--- src/rtl/pid_pkg.sv ---
// Shared widths, gains and the signed clamp helper for the pid_steer heading-hold controller.
package pid_pkg;

    localparam int P_COEFF   = 3;
    localparam int D_COEFF   = 14;
    localparam int ERR_W     = 10;
    localparam int DDIFF_W   = 7;
    localparam int INT_W     = 16;
    localparam int SPD_W     = 11;

    localparam int HDNG_W    = 12;
    localparam int FRWRD_W   = 10;
    localparam int ERR_RAW_W = HDNG_W + 1;
    localparam int DRAW_W    = ERR_W + 1;
    localparam int PTERM_W   = 14;
    localparam int DTERM_W   = 13;
    localparam int ITERM_W   = 12;
    localparam int IFAST_W   = INT_W - 3;
    localparam int PID_W     = 15;
    localparam int PIDS_W    = PID_W - 3;
    localparam int SUM_W     = SPD_W + 2;

    // Clamp a sign-extended value to the range of a signed field of the given width.
    function automatic logic signed [31:0] sat_clamp(input logic signed [31:0] i_val,
                                                     input int i_width);
        logic signed [31:0] w_hi;
        logic signed [31:0] w_lo;
        w_hi = (32'sd1 <<< (i_width - 1)) - 32'sd1;
        w_lo = -(32'sd1 <<< (i_width - 1));
        if (i_val > w_hi) return w_hi;
        if (i_val < w_lo) return w_lo;
        return i_val;
    endfunction

endpackage

--- src/rtl/pid_steer_if.sv ---
// Sample-in / speed-out bundle between the heading integrator, pid_steer and the motor drive.
interface pid_steer_if;
    import pid_pkg::*;

    logic                      hdng_vld;
    logic signed [HDNG_W-1:0]  heading;
    logic signed [HDNG_W-1:0]  dsrd_hdng;
    logic                      moving;
    logic        [FRWRD_W-1:0] frwrd;
    logic signed [SPD_W-1:0]   lft_spd;
    logic signed [SPD_W-1:0]   rght_spd;
    logic                      spd_vld;

    modport master (output hdng_vld, heading, dsrd_hdng, moving, frwrd,
                    input  lft_spd, rght_spd, spd_vld);
    modport slave  (input  hdng_vld, heading, dsrd_hdng, moving, frwrd,
                    output lft_spd, rght_spd, spd_vld);

endinterface

--- src/rtl/sat_signed.sv ---
// Combinational signed clamp from an IN_W-bit value into the OUT_W-bit range.
module sat_signed
    import pid_pkg::*;
#(
    parameter int IN_W  = 13,
    parameter int OUT_W = 10
) (
    input  logic signed [IN_W-1:0]  i_val,
    output logic signed [OUT_W-1:0] o_val
);

    assign o_val = OUT_W'(sat_clamp(32'(i_val), OUT_W));

endmodule

--- src/rtl/pid_steer.sv ---
// Heading-hold PID: saturated error (A), P/D terms and integrator (B), wheel speeds (C).
module pid_steer
    import pid_pkg::*;
#(
    parameter bit FAST_SIM = 1'b1
) (
    input logic        clk,
    input logic        rst,
    pid_steer_if.slave bus
);

    logic signed [ERR_RAW_W-1:0] w_err;
    logic signed [ERR_W-1:0]     w_err_sat;
    logic signed [DRAW_W-1:0]    w_ddiff_raw;
    logic signed [DDIFF_W-1:0]   w_ddiff;
    logic signed [INT_W-1:0]     w_int_sum;
    logic                        w_int_ovf;
    logic signed [ITERM_W-1:0]   w_i_term;
    logic signed [PID_W-1:0]     w_pid;
    logic signed [PIDS_W-1:0]    w_pid_s;
    logic signed [SUM_W-1:0]     w_lft_raw;
    logic signed [SUM_W-1:0]     w_rght_raw;
    logic signed [SPD_W-1:0]     w_lft_sat;
    logic signed [SPD_W-1:0]     w_rght_sat;

    logic signed [ERR_W-1:0]     r_err_ff;
    logic signed [ERR_W-1:0]     r_prev_err;
    logic signed [PTERM_W-1:0]   r_p_term;
    logic signed [DTERM_W-1:0]   r_d_term;
    logic signed [INT_W-1:0]     r_integrator;
    logic signed [SPD_W-1:0]     r_lft_spd;
    logic signed [SPD_W-1:0]     r_rght_spd;
    logic                        r_vld_a;
    logic                        r_vld_b;
    logic                        r_spd_vld;

    assign w_err = ERR_RAW_W'(bus.heading) - ERR_RAW_W'(bus.dsrd_hdng);
    sat_signed #(.IN_W(ERR_RAW_W), .OUT_W(ERR_W)) u_sat_err (.i_val(w_err), .o_val(w_err_sat));

    assign w_ddiff_raw = DRAW_W'(r_err_ff) - DRAW_W'(r_prev_err);
    sat_signed #(.IN_W(DRAW_W), .OUT_W(DDIFF_W)) u_sat_ddiff (.i_val(w_ddiff_raw), .o_val(w_ddiff));

    // Same-sign operands whose sum flips sign mean a wrap; the integrator then holds.
    assign w_int_sum = r_integrator + INT_W'(r_err_ff);
    assign w_int_ovf = (r_integrator[INT_W-1] == r_err_ff[ERR_W-1]) &&
                       (w_int_sum[INT_W-1] != r_integrator[INT_W-1]);

    if (FAST_SIM) begin : g_iterm_fast
        logic signed [IFAST_W-1:0] w_i_wide;
        assign w_i_wide = IFAST_W'(r_integrator >>> 3);
        sat_signed #(.IN_W(IFAST_W), .OUT_W(ITERM_W)) u_sat_iterm (.i_val(w_i_wide), .o_val(w_i_term));
    end else begin : g_iterm_real
        assign w_i_term = ITERM_W'(r_integrator >>> 4);
    end

    assign w_pid      = PID_W'(r_p_term) + PID_W'(w_i_term) + PID_W'(r_d_term);
    assign w_pid_s    = PIDS_W'(w_pid >>> 3);
    assign w_lft_raw  = SUM_W'($signed({1'b0, bus.frwrd})) - SUM_W'(w_pid_s);
    assign w_rght_raw = SUM_W'($signed({1'b0, bus.frwrd})) + SUM_W'(w_pid_s);

    sat_signed #(.IN_W(SUM_W), .OUT_W(SPD_W)) u_sat_lft  (.i_val(w_lft_raw),  .o_val(w_lft_sat));
    sat_signed #(.IN_W(SUM_W), .OUT_W(SPD_W)) u_sat_rght (.i_val(w_rght_raw), .o_val(w_rght_sat));

    // NOTE: every register here uses <= so each stage reads the previous stage's pre-edge value.
    always_ff @(posedge clk) begin
        if (rst) begin
            r_err_ff     <= '0;
            r_prev_err   <= '0;
            r_p_term     <= '0;
            r_d_term     <= '0;
            r_integrator <= '0;
            r_lft_spd    <= '0;
            r_rght_spd   <= '0;
            r_vld_a      <= 1'b0;
            r_vld_b      <= 1'b0;
            r_spd_vld    <= 1'b0;
        end else begin
            r_vld_a   <= bus.hdng_vld;
            r_vld_b   <= r_vld_a;
            r_spd_vld <= r_vld_b;

            if (bus.hdng_vld) r_err_ff <= w_err_sat;

            if (r_vld_a) begin
                r_p_term   <= PTERM_W'(r_err_ff) * PTERM_W'(P_COEFF);
                r_d_term   <= DTERM_W'(w_ddiff) * DTERM_W'(D_COEFF);
                r_prev_err <= r_err_ff;
            end

            if (!bus.moving)                r_integrator <= '0;
            else if (r_vld_a && !w_int_ovf) r_integrator <= w_int_sum;

            if (r_vld_b) begin
                r_lft_spd  <= bus.moving ? w_lft_sat  : '0;
                r_rght_spd <= bus.moving ? w_rght_sat : '0;
            end
        end
    end

    assign bus.lft_spd  = r_lft_spd;
    assign bus.rght_spd = r_rght_spd;
    assign bus.spd_vld  = r_spd_vld;

endmodule
--- src/flat_wrapper.sv ---
// flat-port wrapper written by rule: the top's interface ports become plain ports
module pid_steer_flat import pid_pkg::*;
#(
    parameter bit FAST_SIM = 1'b1
)
  (clk, rst, bus_hdng_vld, bus_heading, bus_dsrd_hdng, bus_moving, bus_frwrd, bus_lft_spd, bus_rght_spd, bus_spd_vld);
  pid_steer_if bus_i ();
  input logic clk;
  input logic rst;
  input wire logic [$bits(bus_i.hdng_vld)-1:0] bus_hdng_vld;
  input wire logic [$bits(bus_i.heading)-1:0] bus_heading;
  input wire logic [$bits(bus_i.dsrd_hdng)-1:0] bus_dsrd_hdng;
  input wire logic [$bits(bus_i.moving)-1:0] bus_moving;
  input wire logic [$bits(bus_i.frwrd)-1:0] bus_frwrd;
  output wire logic [$bits(bus_i.lft_spd)-1:0] bus_lft_spd;
  output wire logic [$bits(bus_i.rght_spd)-1:0] bus_rght_spd;
  output wire logic [$bits(bus_i.spd_vld)-1:0] bus_spd_vld;
  assign bus_i.hdng_vld = bus_hdng_vld;
  assign bus_i.heading = bus_heading;
  assign bus_i.dsrd_hdng = bus_dsrd_hdng;
  assign bus_i.moving = bus_moving;
  assign bus_i.frwrd = bus_frwrd;
  assign bus_lft_spd = bus_i.lft_spd;
  assign bus_rght_spd = bus_i.rght_spd;
  assign bus_spd_vld = bus_i.spd_vld;
  pid_steer #(.FAST_SIM(FAST_SIM)) u_core (.clk(clk), .rst(rst), .bus(bus_i));
endmodule
--- config.mk ---
export PLATFORM = sky130hd
export DESIGN_NAME = pid_steer_flat
export DESIGN_NICKNAME = d
export VERILOG_FILES = /design/src/rtl/pid_pkg.sv /design/src/rtl/pid_steer_if.sv /design/src/rtl/sat_signed.sv /design/src/rtl/pid_steer.sv /design/src/flat_wrapper.sv
export SDC_FILE = /design/constraint.sdc
export NUM_CORES = 1
export LEC_CHECK = 0
export ABC_AREA = 1
export BUFFER_PORTS_ARGS = -buffer_cell sky130_fd_sc_hd__buf_2
export CAP_MARGIN = 25
export CORE_MARGIN = 5
export CORE_UTILIZATION = 40
export DETAILED_ROUTE_END_ITERATION = 12
export PLACE_DENSITY = 0.54
export SLEW_MARGIN = 20
export SYNTH_ARGS = -nofsm -noshare
export SYNTH_HDL_FRONTEND = slang
export SYNTH_SLANG_ARGS = --single-unit
--- constraint.sdc ---
create_clock -name clk -period 7.4 [get_ports clk]
set_clock_uncertainty 0.15 [all_clocks]
set_input_delay 2.22 -clock clk [delete_from_list [all_inputs] [get_ports clk]]
set_output_delay 2.22 -clock clk [all_outputs]
set_load 0.02 [all_outputs]
==> summary.txt, run 1 <==
Number of buffers inserted to repair setup after CTS = 0
Min cycle time layout = 5.23 ns
Count of antenna diodes in the layout = 0
Tcrit/Tclk final = 0.706
GRT Util Overall = 0.177
Mean cell area of the mapped netlist = 7.05 um^2
Sequential fraction of the synthesis area = 0.206
First-pass DRT Iterations = 5
Antenna violations before repair = 0
Critical path class = reg -> reg
Number of routed nets with antenna violations = 0
Filler Cell Count = 2,162
Synthesis-stage register bit count = 84
Vias per cell = 4.91
Final core occ = 0.446
Site row count = 52
Largest stage delay on the critical path = 0.49 ns
Class of the tightest hold or removal check = reg -> reg
Horizontal die dimension = 153 um
Register clock-pin slew on the reported worst setup and hold paths = 0.06 ns
Clock sink total = 84
Layout cells sized above 1 = 0.125
Leading cell types in the layout, fill and taps excluded = nand2_1, inv_1, a21oi_1, ha_1, dfxtp_1
Cell area power density = 309 mW/mm^2
Clock latency on the worst-skew pair = 0.34 ns
Unrepaired setup endpoints after global routing = false
Worst-case clock buffer depth = 2
Pre-CTS setup slack = 2.17 ns
First DRT Iteration DRCs = 342
Final weighted congestion of routability-driven global placement = 0.866
Sum of negative setup slack = 0 ns
Net count of the mapped netlist = 1,322
Die Span Y = 153 um
Number of distinct standard cells referenced by the synthesized netlist = 46
Static leakage = 0.00490 uW
Smallest setup slack after layout = 2.17 ns
Number of max-cap violations = 0
Initial core utilization = 0.404
Number of levels the H-tree was split into = 3
Number of global-route vias before repair = 7,104
Count of pins over their slew limit = 0
Clock tree from TritonCTS = done
WL per Instance = 13.8 um
Cell count after synthesis = 1,157
Pin count of the biggest net entering global routing = 48
Global-route wire length before repair = 34,500 um
Overflow left after global routing = 0
Hold Fails Final Rpt = 0
Post-layout net count = 1,371
Critical path capture point type = flop
Number of cells upsized or downsized after cts = 0
Critical-path cell with the highest stage delay = fa_1
Yosys warns = 0
CP arrival = 5.31 ns
Hold bufs inserted after CTS = 0
Detailed-route via count = 7,273
Post-detailed-route DRC marker count = 0
Total Routed Length = 20,400 um
Number of port buffers = 60
Core area = 0.0202 mm^2
Highest clock rate = 191 MHz
Crit path launch type = flop
Clk root buf = clkbuf_16
Worst slew slack as a fraction of its limit = 0.459
Transition time of the tightest slew-check pin = 0.811 ns
Hpwl dp = 16,600 um
Max rail drop VDD = 0.190 mV
Number of cells in the design after placement = 1,465
Top fanout value on the critical path = 5
Signed area change from the synthesized netlist to the final layout = 10.4%
Area of the mapped netlist = 0.00815 mm^2
Outcome = complete, no violations
Die footprint = 0.0233 mm^2
PnR Total Power = 2780 uW
Number of top-level design ports = 61
Number of setup violations in the final report = 0
Number of buffers inserted during clock tree synthesis = 9
Number of cells in the finished layout apart from fillers = 1,480
Required time reported for the critical path endpoint = 7.48 ns
[power by group]
| part | switching [uW] | total (uW) | internal, uW |
|---|---|---|---|
| Clock | 190 | 493 | 303 |
| Sequential | 43.1 | 542 | 499 |
| Combinational | 1100 | 1740 | 643 |
[registers in the layout (all words and copies together) (netlist names)]
name	flops
u_core.bus.lft_spd	11
u_core.bus.rght_spd	11
u_core.bus.spd_vld	1
u_core.r_d_term	11
u_core.r_err_ff	10
u_core.r_integrator	16
u_core.r_p_term	13
u_core.r_prev_err	9
u_core.r_vld_a	1
u_core.r_vld_b	1
[layout make-up]
| type | instances | area, um^2 | share of cell area |
|---|---|---|---|
| Multi-Input combinational cell | 833 | 5540 | 0.615 |
| Timing Repair Buffer | 62 | 315 | 0.0350 |
| Sequential cell | 84 | 1680 | 0.187 |
| Inverter | 216 | 816 | 0.0906 |
| Tap cell | 270 | 338 | 0.0375 |
| Clock inverter | 4 | 73.8 | 0.00820 |
| Clock buffer | 11 | 243 | 0.0270 |
[kinds of logic (layout without fill, tap and decap cells)]
| kind of cell | Yosys count | count (layout) | synth area share |
|---|---|---|---|
| AND/OR/NAND/NOR | 402 | 402 | 0.235 |
| XOR/XNOR | 61 | 61 | 0.0655 |
| AO/OA/AOI/OAI | 243 | 243 | 0.162 |
| adder cells (fa/ha/maj) | 127 | 127 | 0.216 |
| flip-flops | 84 | 84 | 0.206 |
| buffers and inverters | 240 | 293 | 0.115 |
[worst paths after layout]
| check | from | endpoint | slack, ns | cells after the start |
|---|---|---|---|---|
| worst max register to register | u_core.r_err_ff[0] | u_core.r_d_term[9] | 2.17 | 25 |
| worst min-delay path | u_core.r_prev_err[4] | u_core.r_prev_err[4] | 0.32 | 2 |
| worst min register to register | u_core.r_prev_err[4] | u_core.r_prev_err[4] | 0.32 | 2 |
| worst max-delay path | u_core.r_err_ff[0] | u_core.r_d_term[9] | 2.17 | 25 |
[cell usage after synthesis (all sizes together)]
cell type | instances | area, um^2
o31ai | 4 | 30.0
dlygate4sd1 | 1 | 8.76
and3 | 1 | 6.26
clkbuf | 15 | 56.3
o221ai | 1 | 8.76
ha | 104 | 1300
and2 | 1 | 6.26
a221oi | 1 | 8.76
a22oi | 1 | 12.5
a21oi | 121 | 621
xor2 | 43 | 377
a31oi | 7 | 43.8
or2 | 2 | 12.5
o21a | 2 | 15.0
dfxtp | 84 | 1680
nor3b | 1 | 7.51
o21ai | 87 | 439
a21o | 5 | 37.5
nand4 | 15 | 100
fa | 23 | 460
xnor2 | 18 | 158
inv | 216 | 816
o21bai | 6 | 45.0
a21boi | 2 | 15.0
nor3 | 13 | 70.1
nand3b | 2 | 15.0
buf | 8 | 55.1
o211ai | 3 | 22.5
nand3 | 72 | 475
nand2 | 229 | 977
a211oi | 3 | 22.5
nor2 | 66 | 248
[critical path: cells and delay by family (launching register included)]
family,cells,cell delay [ns]
buffers and inverters,4,0.34
AO/OA/AOI/OAI,7,1.57
adder cells (fa/ha/maj),5,1.91
XOR/XNOR,1,0.10
flip-flops,1,0.36
AND/OR/NAND/NOR,8,0.70
[per-layer routing]
metal	GRT usage	vias to the layer above	wire [um]
li1	-	3844	-
met4	0.0569	0	494
met1	0.224	3283	9400
met2	0.311	116	9840
met3	0.0244	30	628
met5	0	-	0
[stage by stage]
| step | hold WS (ns) | cell area (um^2) |
|---|---|---|
| CTS | 0.321 | 9000 |
| global route | 0.335 | 9000 |
| floorplan | 0.290 | 8150 |
| detailed placement | 0.311 | 8690 |
| global placement | 0.306 | 8690 |
| finish | 0.317 | 9000 |
Note: power is estimated with default switching activity, not from simulation.
==> inputs of run 2 (changes only) <==
--- a/config.mk
+++ b/config.mk
@@ -5,7 +5,7 @@
 export SDC_FILE = /design/constraint.sdc
 export NUM_CORES = 1
 export LEC_CHECK = 0
-export ABC_AREA = 1
+export ABC_AREA = 0
 export BUFFER_PORTS_ARGS = -buffer_cell sky130_fd_sc_hd__buf_2
 export CAP_MARGIN = 25
 export CORE_MARGIN = 5
==> constraint.sdc (replaced) <==
create_clock -name clk -period 5.3 [get_ports clk]
set_clock_uncertainty 0.15 [all_clocks]
set_input_delay 1.59 -clock clk [delete_from_list [all_inputs] [get_ports clk]]
set_output_delay 1.59 -clock clk [all_outputs]
set_load 0.02 [all_outputs]
==> run 2 against run 1 <==
Cell area shrank 2.6%; largest power group unchanged; critical endpoint is now u_core.bus.lft_spd[1]; first-iteration DRC count shrank 54%; power rose by 30%; setup slack lost 1.9 ns; sequential cell count unchanged; synthesized cell count down 24%.
==> summary.txt, run 2 <==
Outcome = complete, no violations
Area of the mapped netlist = 0.00748 mm^2 (-8.2%)
Commonest non-fill, non-tap cell in the layout = ha_1
Main area contributors after synthesis = dfxtp_1, ha_1, fa_1, xnor2_1, inv_1
Adder-Cell Fraction of Synth Area = 0.245 (+0.0288)
Global-route wire length before repair = 29,200 um (-15%)
Proportion of power drawn by combinational gates = 0.606 (-0.021)
Xor/xnor share of the synthesized area = 0.0761 (+0.0105)
Initial core utilization = 0.403 (-0.00139)
Critical path class = reg -> reg
CP arrival = 5.18 ns (-0.13 ns)
Synthesized-area fraction occupied by ao, oa, aoi and oai cells = 0.207 (+0.0447)
Count of flip-flops with a built-in enable after synthesis = 0 (unchanged)
Required time reported for the critical path endpoint = 5.42 ns (-2.06 ns)
Final weighted congestion of routability-driven global placement = 0.824 (-4.8%)
Post-synthesis cell type with the largest combined area = dfxtp_1
Switch share = 0.412 (-0.0672)
Static leakage = 0.00417 uW (-15%)
Post-layout net count = 1,131 (-18%)
Worst-case clock buffer depth = 2 (unchanged)
Part of the total power dissipated in sequential elements = 0.203 (+0.008)
Number of levels the H-tree was split into = 3 (unchanged)
Flip-flop count of the largest register, all copies and words added = 16 (unchanged)
Mean cell area of the mapped netlist = 8.48 um^2 (+20%)
Filler Cell Count = 1,881 (-13%)
Hpwl dp = 14,400 um (-13%)
Crit path launch type = flop
Yosys warns = 0 (unchanged)
First DRT Iteration DRCs = 157 (-54%)
Sequential cell area = 0.00169 mm^2 (+0.22%)
Most frequent cells after synthesis = ha_1, inv_1, nor2_1
Signed area change from the synthesized netlist to the final layout = 17.1%
Hold WS = 0.312 ns (-0.00479 ns)
WL per Instance = 14.9 um (+8.3%)
Clock tree from TritonCTS = done
Non-Filler Cell Area, Final = 0.00877 mm^2 (-2.6%)
Area share of the largest cell type after synthesis = 0.225 (+0.0184)
First-pass DRT Iterations = 4 (-1)
Biggest register = u_core.r_integrator
Area of placed instances = 0.00819 mm^2 (-5.7%)
Pin count of the biggest net entering global routing = 39 (-19%)
Detailed-route via count = 6,052 (-17%)
Total Routed Length = 17,900 um (-12%)
Core area = 0.0186 mm^2 (-7.9%)
Tcrit/Tclk final = 0.956 (+0.249)
Top-count cell post-synth = ha_1
Hold Fails Final Rpt = 0 (unchanged)
Count of antenna diodes in the layout = 0 (unchanged)
Transition time of the tightest slew-check pin = 0.570 ns (-0.241 ns)
Number of port buffers = 60 (unchanged)
Number of routed nets with antenna violations = 0 (unchanged)
Number of max-cap violations = 0 (unchanged)
Site row count = 50 (-3.8%)
Clk network pwr share = 0.191 (+0.013)
Vias per cell = 5.03 (+2.3%)
Register clock-pin slew on the reported worst setup and hold paths = 0.06 ns (about the same)
Critical path capture point type = flop
Largest registers = u_core.r_integrator (16), u_core.r_p_term (13)
Clock latency on the worst-skew pair = 0.35 ns (about the same)
Cell area power density = 412 mW/mm^2 (+33%)
Cell count after synthesis = 883 (-24%)
Worst slew slack as a fraction of its limit = 0.620 (+0.162)
Highest clock rate = 197 MHz (+3.2%)
Antenna violations before repair = 0 (unchanged)
Ys async rst share = 0 (unchanged)
Min cycle time layout = 5.06 ns (-0.161 ns)
Area fraction in and, or, nand and nor cells after synthesis = 0.150 (-0.0850)
Die Span Y = 147 um (-3.9%)
Count of pins over their slew limit = 0 (unchanged)
Max rail drop VDD = 0.235 mV (+24%)
Top fanout value on the critical path = 10 (+5)
Leading cell types in the layout, fill and taps excluded = ha_1, inv_1, nor2_1, dfxtp_1, buf_2
Post-detailed-route DRC marker count = 0 (unchanged)
Number of distinct standard cells referenced by the synthesized netlist = 73 (+59%)
Horizontal die dimension = 147 um (-3.9%)
Synthesis-stage register bit count = 84 (unchanged)
Number of setup violations in the final report = 0 (unchanged)
GRT Util Overall = 0.166 (-0.0104)
Overflow left after global routing = 0 (unchanged)
Sum of negative setup slack = 0 ns (unchanged)
Most frequently used flop master after synthesis = dfxtp_1
Combinational family with the most area after synthesis = adder cells
Clk root buf = clkbuf_16
Layout cells sized above 1 = 0.188 (+0.0628)
Mux contribution to synthesized area = 0.0336 (+0.0336)
Area used by multi-input combinational logic = 0.00552 mm^2 (-0.36%)
Number of top-level design ports = 61 (unchanged)
Sequential fraction of the synthesis area = 0.225 (+0.0184)
Die footprint = 0.0215 mm^2 (-7.7%)
Net count of the mapped netlist = 1,048 (-21%)
Class of the tightest hold or removal check = reg -> reg
Total internal power = 2120 uW (+47%)
Number of global-route vias before repair = 5,909 (-17%)
Number of buffers inserted during clock tree synthesis = 9 (unchanged)
Switching power = 1490 uW (+12%)
Clock sink total = 84 (unchanged)
run 2: logic make-up after synthesis:
kind of cell               Yosys count
DFF                                 84
buffers and inverters              120
and+or+nand+nor                    241
muxes                               25
AOI/OAI and AO/OA                  214
xor gates and xnor gates            65
adders and majority gates          134
run 2: layout make-up:
| class | count | share of cell area |
|---|---|---|
| sequential | 84 | 0.192 |
| tap | 234 | 0.0334 |
| timing repair buffer | 102 | 0.0706 |
| inverter | 90 | 0.0385 |
| clock buffer | 11 | 0.0277 |
| clock inverter | 4 | 0.00842 |
| multi-input combinational | 679 | 0.629 |
run 2: power groups by stage:
stage / registers (uW) / clock network [uW] / logic [uW]
2_1_floorplan: 757 / 0 / 1510
3_3_place_gp: 748 / 0 / 2000
3_5_place_dp: 748 / 0 / 2010
4_1_cts: 734 / 714 / 2050
5_1_grt: 740 / 738 / 2480
6_report: 733 / 690 / 2190
run 2: metrics by stage:
stage | utilization | worst slack (ns) | total power [uW] | std cells
finish | 0.472 | 0.235 | 3610 | 1204
global route | 0.472 | -0.0428 | 3960 | 1204
CTS | 0.458 | 0.0304 | 3500 | 1195
detailed placement | 0.441 | -0.0720 | 2750 | 1180
global placement | 0.441 | 0.00787 | 2750 | 1180
floorplan | - | 0.0863 | 2270 | 883
run 2: worst max-delay path, cell delays in order (launching register included):
cell and delay (ns):
dfxtp_1 0.36, buf_4 0.16, nand2_1 0.05, o21ai_0 0.12, fa_1 0.47, inv_1 0.07, ha_2 0.30, and2_4 0.19
a221oi_4 0.26, o21ai_2 0.11, a221o_2 0.45, a21oi_4 0.17, nor2b_1 0.08, o21a_1 0.21, nor2_4 0.14, xnor2_2 0.16
ha_4 0.26, nor3_1 0.18, nand3_1 0.09, nor2_1 0.15, a31oi_1 0.07, a41oi_2 0.16, or3b_1 0.39, buf_6 0.17
o211ai_2 0.07
run 2: layer usage:
layer | wire (um) | up-vias | GRT usage
met5 | 0 | - | 0
met4 | 235 | 0 | 0.0367
met3 | 505 | 16 | 0.0293
met2 | 9190 | 68 | 0.307
met1 | 8010 | 2731 | 0.201
li1 | - | 3237 | -
run 2: repair_timing:
item	4_1_cts	5_1_grt
endpoints found under the setup margin	2	25
pin swaps	0	16
hold buffers	0	0
gates resized for setup	3	42
buffers inserted	0	9
run 2: final timing paths:
check	startpoint	to	slack (ns)	cells past startpoint
setup / recovery	u_core.r_integrator[15]	u_core.bus.lft_spd[1]	0.24	24
hold / removal	u_core.bus.lft_spd[9]	u_core.bus.lft_spd[9]	0.31	2
setup reg to reg	u_core.r_integrator[15]	u_core.bus.lft_spd[1]	0.24	24
hold reg to reg	u_core.bus.lft_spd[9]	u_core.bus.lft_spd[9]	0.31	2
==> inputs of run 3 (changes only) <==
--- a/config.mk
+++ b/config.mk
@@ -8,10 +8,11 @@
 export ABC_AREA = 0
 export BUFFER_PORTS_ARGS = -buffer_cell sky130_fd_sc_hd__buf_2
 export CAP_MARGIN = 25
+export CORE_ASPECT_RATIO = 1.1
 export CORE_MARGIN = 5
 export CORE_UTILIZATION = 40
 export DETAILED_ROUTE_END_ITERATION = 12
-export PLACE_DENSITY = 0.54
+export PLACE_DENSITY = 0.68
 export SLEW_MARGIN = 20
 export SYNTH_ARGS = -nofsm -noshare
 export SYNTH_HDL_FRONTEND = slang
==> run 3 against run 2 <==
Non-clock buffer count did not move; cell area fell by 0.84%; first-iteration DRC count rose by 71%; via count rose by 4.0%; sequential cell count did not move; final cell count rose by 0.83%; largest power group unchanged.
==> summary.txt, run 3 (synthesis gave the netlist of run 2 again) <==
Biggest register = u_core.r_integrator
Leading cell types in the layout, fill and taps excluded = ha_1, inv_1, nor2_1, dfxtp_1, buf_2
Tcrit/Tclk final = 0.962 (+0.00679)
Critical path capture point type = flop
Number of routed nets with antenna violations = 0 (unchanged)
Overflow left after global routing = 0 (unchanged)
Sequence of cells on the critical path = buf_4, maj3_1, fa_1, ha_1, nand3_1, or2b_1, o21ai_2, and2_4, nor2_2, o21bai_1, xor2_1, inv_1, ha_1, inv_1, a21o_1, a31oi_1, nor2_1, a21oi_1, a221o_1, a41oi_2, or3b_4, o211ai_2
Count of antenna diodes in the layout = 0 (unchanged)
Global-route wire length before repair = 28,500 um (-2.5%)
Largest stage delay on the critical path = 0.47 ns (about the same)
Max rail drop VDD = 0.250 mV (+6.2%)
Number of levels the H-tree was split into = 3 (unchanged)
CP arrival = 5.23 ns (+0.05 ns)
Antenna violations before repair = 0 (unchanged)
CP bufs+invs = 3 (unchanged)
Number of setup violations in the final report = 0 (unchanged)
CP Launch Point = u_core.r_integrator[14]
Number of buffers inserted during clock tree synthesis = 9 (unchanged)
Flip-flop count of the largest register, all copies and words added = 16 (unchanged)
Site row count = 52 (+4.0%)
Transition time of the tightest slew-check pin = 0.571 ns (+0.00100 ns)
Commonest non-fill, non-tap cell in the layout = ha_1
Register clock-pin slew on the reported worst setup and hold paths = 0.06 ns (about the same)
Met1 track utilization from global routing = 0.192 (-0.00889)
Pin count of the biggest net entering global routing = 51 (+31%)
Grt met3 use = 0.0219 (-0.00743)
GRT Util Overall = 0.159 (-0.00697)
Post-layout net count = 1,132 (+0.088%)
Crit path launch type = flop
Cell area power density = 408 mW/mm^2 (-0.93%)
RR Startpoint = u_core.r_integrator[14]
Hpwl dp = 13,800 um (-4.1%)
Hold bufs inserted after CTS = 0 (unchanged)
Clock tree from TritonCTS = done
Highest clock rate = 196 MHz (-0.71%)
Class of the tightest hold or removal check = reg -> reg
Count of pins over their slew limit = 0 (unchanged)
Critical path class = reg -> reg
Worst-case clock buffer depth = 2 (unchanged)
Layout cells sized above 1 = 0.177 (-0.0105)
Post-detailed-route DRC marker count = 0 (unchanged)
Worst setup path end = u_core.bus.lft_spd[0]
Critical-path cell with the highest stage delay = or3b_4
Hold Fails Final Rpt = 0 (unchanged)
Clock sink total = 84 (unchanged)
Total Routed Length = 17,600 um (-1.8%)
First-pass DRT Iterations = 5 (+1)
Core area = 0.0184 mm^2 (-0.90%)
Reg-to-reg critical path endpoint = u_core.bus.lft_spd[0]
Horizontal die dimension = 140 um (-4.3%)
Number of port buffers = 60 (unchanged)
Final weighted congestion of routability-driven global placement = 0.863 (+4.7%)
Worst R2R Path Depth = 22 (-8.3%)
Die footprint = 0.0216 mm^2 (about the same)
Initial core utilization = 0.406 (+0.00367)
Min cycle time layout = 5.10 ns (+0.0360 ns)
Clock latency on the worst-skew pair = 0.34 ns (about the same)
Number of max-cap violations = 0 (unchanged)
WL per Instance = 14.5 um (-2.6%)
Crit path depth = 22 (-8.3%)
Number of top-level design ports = 61 (unchanged)
Top fanout value on the critical path = 12 (+2)
Largest delay contributor family on the critical path = compound AO/OA/AOI/OAI gates
Detailed-route via count = 6,296 (+4.0%)
First DRT Iteration DRCs = 268 (+71%)
Clk root buf = clkbuf_16
Routing layer with the top usage in global route = met2
Hold WS = 0.311 ns (-0.00139 ns)
Number of cells in the finished layout apart from fillers = 1,214 (+0.83%)
Outcome = complete, no violations
Worst slew slack as a fraction of its limit = 0.620 (-0.000669)
Required time reported for the critical path endpoint = 5.42 ns (about the same)
Static leakage = 0.00415 uW (-0.54%)
Die Span Y = 153 um (+4.5%)
Largest registers = u_core.r_integrator (16), u_core.r_p_term (13)
Global routing met2 resource utilization = 0.287 (-0.0205)
Signed area change from the synthesized netlist to the final layout = 16.1%
Number of global-route vias before repair = 6,008 (+1.7%)
Vias per cell = 5.19 (+3.2%)
Number of cells in the design after placement = 1,188 (+0.68%)
Worst reg-to-reg setup slack = 0.20 ns (-0.04 ns)
==> run 3: area by class of cell <==
type	count	area (um^2)
clock buffers	10	239
clock inverters	5	52.6
flip-flops and latches	84	1680
inverters	90	338
multi-input cells	680	5450
well taps	243	304
fillers	1770	9720
repair buffers	102	623
==> run 3: worst min-delay path, delay by kind of cell (launching register included) <==
family | cells | cell delay, ns
flops | 1 | 0.32
compound gates | 1 | 0.05
simple gates | 1 | 0.06
==> run 3: metrics by stage <==
stage	setup WS, ns	total power (uW)	util	setup TNS [ns]	instance area, um^2
after floorplan	0.0863	2270	-	0	7480
after global placement	0.0321	2710	0.445	0	8190
after detailed placement	-0.126	2760	0.445	-1.23	8190
after CTS	0.00227	3440	0.463	0	8520
after global routing	-0.0559	3850	0.472	-0.172	8690
final	0.199	3550	0.472	0	8690
==> run 3: how the worst min path moves through the flow <==
stage | endpoint | slack [ns] | cells after the start | start
floorplan | u_core.r_integrator[0] | 0.30 | 2 | u_core.r_integrator[0]
global placement | u_core.bus.lft_spd[1] | 0.29 | 2 | u_core.bus.lft_spd[1]
detailed placement | u_core.bus.lft_spd[1] | 0.30 | 2 | u_core.bus.lft_spd[1]
CTS | u_core.bus.lft_spd[1] | 0.32 | 2 | u_core.bus.lft_spd[1]
global route | u_core.bus.lft_spd[5] | 0.35 | 2 | u_core.bus.lft_spd[5]
finish | u_core.bus.lft_spd[1] | 0.31 | 2 | u_core.bus.lft_spd[1]
==> run 3: per-layer routing <==
| metal | routed length, um | vias to the layer above |
|---|---|---|
| met3 | 707 | 25 |
| met1 | 7610 | 2913 |
| met4 | 428 | 0 |
| li1 | - | 3239 |
| met2 | 8870 | 119 |
| met5 | 0 | - |
==> run 3: repair_timing <==
item,CTS,global route
setup endpoints to repair,12,25
gates resized for setup,5,25
cloned,0,1
setup buffers,2,7
pin swaps,0,10
==> run 3: report_power, final <==
part | switching (uW) | total [uW] | internal (uW) | leakage [uW]
registers | 40.9 | 732 | 691 | 0.000685
logic | 1190 | 2180 | 991 | 0.00332
clock network | 263 | 636 | 373 | 0.000144
